<file path="src/rtl/id_fwd_scoreboard_pkg.sv">
// Shared types and constants for the ID-stage forwarding scoreboard.
package id_fwd_scoreboard_pkg;

  localparam int unsigned SB_NSTAGE = 4;
  localparam int unsigned SB_SELW   = $clog2(SB_NSTAGE + 1);
  localparam int unsigned SB_NREG   = 32;
  localparam int unsigned SB_REGW   = 5;

  localparam logic [SB_SELW-1:0] FWD_RF   = SB_SELW'(0);
  localparam logic [SB_SELW-1:0] FWD_EXE  = SB_SELW'(1);
  localparam logic [SB_SELW-1:0] FWD_MEM  = SB_SELW'(2);
  localparam logic [SB_SELW-1:0] FWD_MEM2 = SB_SELW'(3);
  localparam logic [SB_SELW-1:0] FWD_WB   = SB_SELW'(4);

  typedef struct packed {
    logic               valid;
    logic [SB_SELW-1:0] age;
    logic [SB_SELW-1:0] rdy;
  } sb_entry_t;

  // Out-of-range ready stage means "only available from the last stage".
  function automatic logic [SB_SELW-1:0] clamp_rdy(input logic [SB_SELW-1:0] rdy,
                                                    input logic [SB_SELW-1:0] last);
    if (rdy == FWD_RF || rdy > last) return last;
    return rdy;
  endfunction

endpackage

</file>
<file path="src/rtl/id_fwd_scoreboard_lookup.sv">
// Per-operand scoreboard lookup: forwarding select and not-yet-ready hazard.
module fwd_src_lookup
  import id_fwd_scoreboard_pkg::*;
(
  input  sb_entry_t          ent_i,
  input  logic               used_i,
  output logic [SB_SELW-1:0] sel_o,
  output logic               hazard_o
);

  always_comb begin
    sel_o    = FWD_RF;
    hazard_o = 1'b0;
    if (used_i && ent_i.valid) begin
      if (ent_i.age >= ent_i.rdy) sel_o = ent_i.age;
      else                        hazard_o = 1'b1;
    end
  end

endmodule

</file>
<file path="src/rtl/id_fwd_scoreboard.sv">
// ID-stage bypass controller tracking the youngest in-flight producer per GPR.
// Optional stall cycle counter enabled by defining FWD_PERF_CNT_EN.
module id_fwd_scoreboard
  import id_fwd_scoreboard_pkg::*;
#(
  parameter int unsigned NSRC      = 2,
  parameter int unsigned NSTAGE    = SB_NSTAGE,
  parameter int unsigned FLUSH_AGE = 1,
  parameter int unsigned SELW      = $clog2(NSTAGE + 1)
) (
  input  logic                 clk,
  input  logic                 rst,
  input  logic                 id_valid,
  input  logic [NSRC*5-1:0]    id_src,
  input  logic [NSRC-1:0]      id_src_used,
  input  logic                 id_wr,
  input  logic [4:0]           id_dst,
  input  logic [SELW-1:0]      id_rdy,
  input  logic                 be_adv,
  input  logic                 flush,
  output logic [NSRC*SELW-1:0] fwd_sel,
  output logic                 stall,
  output logic                 id_fire
`ifdef FWD_PERF_CNT_EN
  ,output logic [31:0]         stall_cnt
`endif
);

  localparam logic [SB_SELW-1:0] LAST_AGE  = SB_SELW'(NSTAGE);
  localparam logic [SB_SELW-1:0] FLUSH_LIM = SB_SELW'(FLUSH_AGE);

  sb_entry_t          sb_q [SB_NREG];
  sb_entry_t          sb_d [SB_NREG];
  logic [SB_SELW-1:0] sel_w [NSRC];
  logic [NSRC-1:0]    hazard;

  for (genvar i = 0; i < NSRC; i++) begin : g_src
    fwd_src_lookup u_lookup (
      .ent_i    (sb_q[id_src[i*5 +: 5]]),
      .used_i   (id_src_used[i]),
      .sel_o    (sel_w[i]),
      .hazard_o (hazard[i])
    );
    assign fwd_sel[i*SELW +: SELW] = SELW'(sel_w[i]);
  end

  assign stall   = id_valid & (|hazard);
  assign id_fire = id_valid & be_adv & ~stall & ~flush;

  // Flush on pre-advance ages, then advance/retire, then the new producer wins.
  always_comb begin
    sb_d = sb_q;
    for (int r = 1; r < 32; r++) begin
      if (flush && sb_d[r].valid && sb_d[r].age <= FLUSH_LIM) sb_d[r] = '0;
      if (be_adv && sb_d[r].valid) begin
        if (sb_d[r].age == LAST_AGE) sb_d[r] = '0;
        else                         sb_d[r].age = sb_d[r].age + SB_SELW'(1);
      end
    end
    if (id_fire && id_wr && id_dst != 5'd0) begin
      sb_d[id_dst].valid = 1'b1;
      sb_d[id_dst].age   = FWD_EXE;
      sb_d[id_dst].rdy   = clamp_rdy(SB_SELW'(id_rdy), LAST_AGE);
    end
  end

  always_ff @(posedge clk) begin
    if (rst) sb_q <= '{default: '0};
    else     sb_q <= sb_d;
  end

`ifdef FWD_PERF_CNT_EN
  logic [31:0] cnt_q, cnt_d;

  always_comb begin
    cnt_d = cnt_q;
    if (stall && be_adv && cnt_q != 32'hFFFF_FFFF) cnt_d = cnt_q + 32'd1;
  end

  always_ff @(posedge clk) begin
    if (rst) cnt_q <= '0;
    else     cnt_q <= cnt_d;
  end

  assign stall_cnt = cnt_q;
`endif

endmodule
</file>
<file path="config.mk">
export PLATFORM = sky130hd
export DESIGN_NAME = id_fwd_scoreboard
export DESIGN_NICKNAME = d
export VERILOG_FILES = /design/src/rtl/id_fwd_scoreboard_pkg.sv /design/src/rtl/id_fwd_scoreboard_lookup.sv /design/src/rtl/id_fwd_scoreboard.sv
export SDC_FILE = /design/constraint.sdc
export NUM_CORES = 1
export LEC_CHECK = 0
export ABC_CLOCK_PERIOD_IN_PS = 13150
export BUFFER_PORTS_ARGS = -buffer_cell sky130_fd_sc_hd__buf_2
export CAP_MARGIN = 5
export CORE_MARGIN = 2
export CORE_UTILIZATION = 24
export DETAILED_ROUTE_END_ITERATION = 12
export GPL_TIMING_DRIVEN = 1
export PLACE_DENSITY = 0.4
export SLEW_MARGIN = 15
export SYNTH_ARGS = -nofsm -noshare
export SYNTH_HDL_FRONTEND = slang
export SYNTH_SLANG_ARGS = --single-unit
</file>
<file path="constraint.sdc">
create_clock -name clk -period 13.15 [get_ports clk]
set_input_delay 2.63 -clock clk [delete_from_list [all_inputs] [get_ports clk]]
set_output_delay 2.63 -clock clk [all_outputs]
set_load 0.005 [all_outputs]
</file>
==> out/metrics.csv <==
stage,metric,value,unit
global_route,largest net degree at the start of global routing,73,
synthesis,synthesized area per cell,9.19,um2
cts,Sink Count,221,
critical_path,Critical Path RT,10520,ps
critical_path,RR Startpoint,sb_q[95],
global_route,antenna violations before repair,2,
synthesis,Yosys warning total,0,
synthesis,ys async rst share,0,%
sta,Slew Limit Fails,0,
synthesis,Post-Syn Nets,1728,
critical_path,worst r2r dst,sb_q[72],
worst_hold_path,WHS Path Cells,2,
sta,Tmin final,9280,ps
cts,CTS Hold Bufs,0,
power,Pleak,6.47,nW
floorplanning,core area,61800,um2
drt,DR top layer,met5,
sta,Final period util,70.6,%
power,pwr dens,95.5,nW/um2
layout,Layout area overhead,11.9,%
layout,most frequent cells in the layout,"nand2_1 (238), dfxtp_1 (221), a21oi_1 (141)",
cts,setup bufs post-CTS,0,
layout,register with the most flip-flops,sb_q,
sta,unrepaired setup endpoints after global routing,false,
drt,routed length on met1,22.7,mm
cts,post-cts resize count,0,
drt,First-pass DRT Iterations,5,
critical_path,Worst R2R Path Depth,11,
cts,root buffer cell,clkbuf_16,
place,GP Congestion,0.864,
drt,drt wl/cell,21.1,um
floorplanning,standard-cell rows,91,
sta,Final setup viols,0,
worst_hold_path,Hold EP,sb_q[176],
synthesis,number of synthesized flops with an enable pin,0,
sta,worst slew pin tran,1090,ps
critical_path,CP arrival,6650,ps
worst_hold_path,Worst Hold Launch,sb_q[176],
critical_path,CP Cell Sequence,"buf_2, buf_4, mux4_2, mux4_2, mux2_2, ha_1, a21o_1, a21o_1, o21ai_2, and2_1, buf_2",
layout,"commonest non-fill, non-tap cell in the layout",nand2_1,
layout,max reg flops,221,
worst_hold_path,worst min-delay path category,flip-flop to flip-flop,
critical_path,"slowest stage delay, CP",570,ps
global_route,vias in the first global route,12000,
synthesis,sequential area share after synthesis,29.4,%
place,Final HPWL DP,38.2,mm
critical_path,critical path peak fanout,33,
cts,clock slew at reported path FFs,60,ps
cts,maximum root-to-sink buffer count,3,
critical_path,startpoint types,primary input,
critical_path,Crit Path Class,primary input to primary output,
power,maximum vdd drop,0.0740,mV
sta,Final Hold Vio Count,0,
floorplanning,Die Span X,255,um
flow_run,Maximum Capacitance Violations,0,
drt,via count,12600,
layout,layout cells sized above 1,17.3,%
layout,top flop regs,sb_q: 221 flops,
drt,routed wire length,51.7,mm
critical_path,Setup crit end kind,primary output,
cts,"Clk Latency, worst-skew pair",570,ps
floorplanning,Starting Density,24.4,%
cts,H-Tree Depth,1,
layout,final core utilization,27.3,%
drt,remaining antenna violation count,0,
critical_path,r2r setup slk,8640,ps
sta,Slew HR,27.3,%
sta,Fmax,108,MHz
synthesis,synth unique cells,57,
status,status,completed,
drt,met3 wire length,2.56,mm
cts,CTS tree,built,
drt,Met2 Wirelength,24.8,mm
drt,drt initial violations,852,
floorplanning,Top-Level Pins,34,
synthesis,post-synthesis register bit count,221,
cts,Inserted Clock Buffers,28,
global_route,first-pass GRT wire length,77.7,mm
sta,skew final,27.9,ps
global_route,gr usage total,16.0,%
floorplanning,die height,255,um
drt,number of remaining DRC errors,0,
critical_path,CP max stage cell,mux4_2,
synthesis,prevailing post-synth register cell,dfxtp_1,
global_route,Congestion Overflow GR,0,
synthesis,Cells after Synth,1639,
sta,TNS Setup,0,ps
floorplanning,DIE AREA,64800,um2
place,port buffer count,33,
synthesis,synthesized cell area,15100,um2
drt,number of vias per cell,5.15,
layout,Final Net Count,1678,
## cell families (layout without fill, tap and decap cells)
kind of cell             Yosys count  count (layout)  share of synthesized area, %
AO/OA/AOI/OAI                    332             332                          12.9
adder cells (fa/ha/maj)           63              63                          5.23
buffers and inverters            214             186                          5.81
flip-flops                       221             221                          29.4
multiplexers                     250             250                          27.1
other                              0               1                             0
AND/OR/NAND/NOR                  559             559                          19.5
## how the worst max path moves through the flow
stage | start | to | slack, ps | cells past startpoint
2_1_floorplan | id_src[6] | stall | 4530 | 15
3_3_place_gp | id_src[6] | stall | 3870 | 12
3_5_place_dp | id_src[6] | stall | 3870 | 11
4_1_cts | id_src[6] | stall | 3870 | 11
5_1_grt | id_src[6] | stall | 3670 | 12
6_report | id_src[6] | stall | 3870 | 11
## critical path: cells and delay by family
family | cells | cell delay (ps)
compound gates | 3 | 860
fa+ha+maj | 1 | 300
simple gates | 1 | 200
buf+inv | 3 | 1200
mux | 3 | 1410
## routing by layer
layer / global-route usage (%) / vias up
met3: 2.91 / 75
met2: 27.1 / 323
li1: - / 5937
met4: 5.21 / 2
met1: 20.5 / 6276
met5: 0 / -
## stage by stage
| stage | hold WS [ps] | instance area (um2) | worst slack (ps) | power [W] | cells |
|---|---|---|---|---|---|
| floorplan | 442 | 15100 | 4530 | 0.000770 | 1639 |
| detailed placement | 471 | 15900 | 3870 | 0.000806 | 2396 |
| global placement | 464 | 15900 | 3870 | 0.000806 | 2396 |
| finish | 476 | 16900 | 3870 | 0.00161 | 2449 |
| CTS | 479 | 16900 | 3870 | 0.00164 | 2448 |
| global route | 497 | 16900 | 3670 | 0.00167 | 2449 |
## cell type report
cell class	instances	area [um2]
well taps	837	1050
fillers	6535	45000
clock buffers	44	862
diodes	1	2.50
clock inverters	8	120
inverters	84	315
multi-input cells	1204	9780
flip-flops and latches	221	4420
repair buffers	50	303
## cells in the mapped netlist (11+ instances only)
cell | count | area, um2
o21ai_0 | 82 | 410
nand2_1 | 238 | 893
o22ai_1 | 26 | 163
nand4_1 | 26 | 163
nor3b_1 | 26 | 195
buf_2 | 19 | 95.1
mux2i_1 | 117 | 1170
ha_1 | 63 | 788
and3_1 | 11 | 68.8
dfxtp_1 | 221 | 4420
nor3_1 | 27 | 135
mux4_2 | 122 | 2750
a31oi_1 | 27 | 169
a31o_2 | 12 | 105
a21oi_1 | 141 | 706
clkbuf_1 | 95 | 357
nor2_1 | 85 | 319
nand3_1 | 54 | 270
inv_1 | 83 | 312
nand3_4 | 19 | 333
and3b_1 | 24 | 210
a2111oi_0 | 13 | 114
## power by group
part           total, W  switching (W)  internal [W]  leakage (nW)
Sequential     0.000671     0.00000116      0.000670          1.78
Clock          0.000819       0.000314      0.000506         0.478
Combinational  0.000118      0.0000823     0.0000358          4.21
Total           0.00161       0.000397       0.00121          6.47
Note: power is estimated with default switching activity, not from simulation.
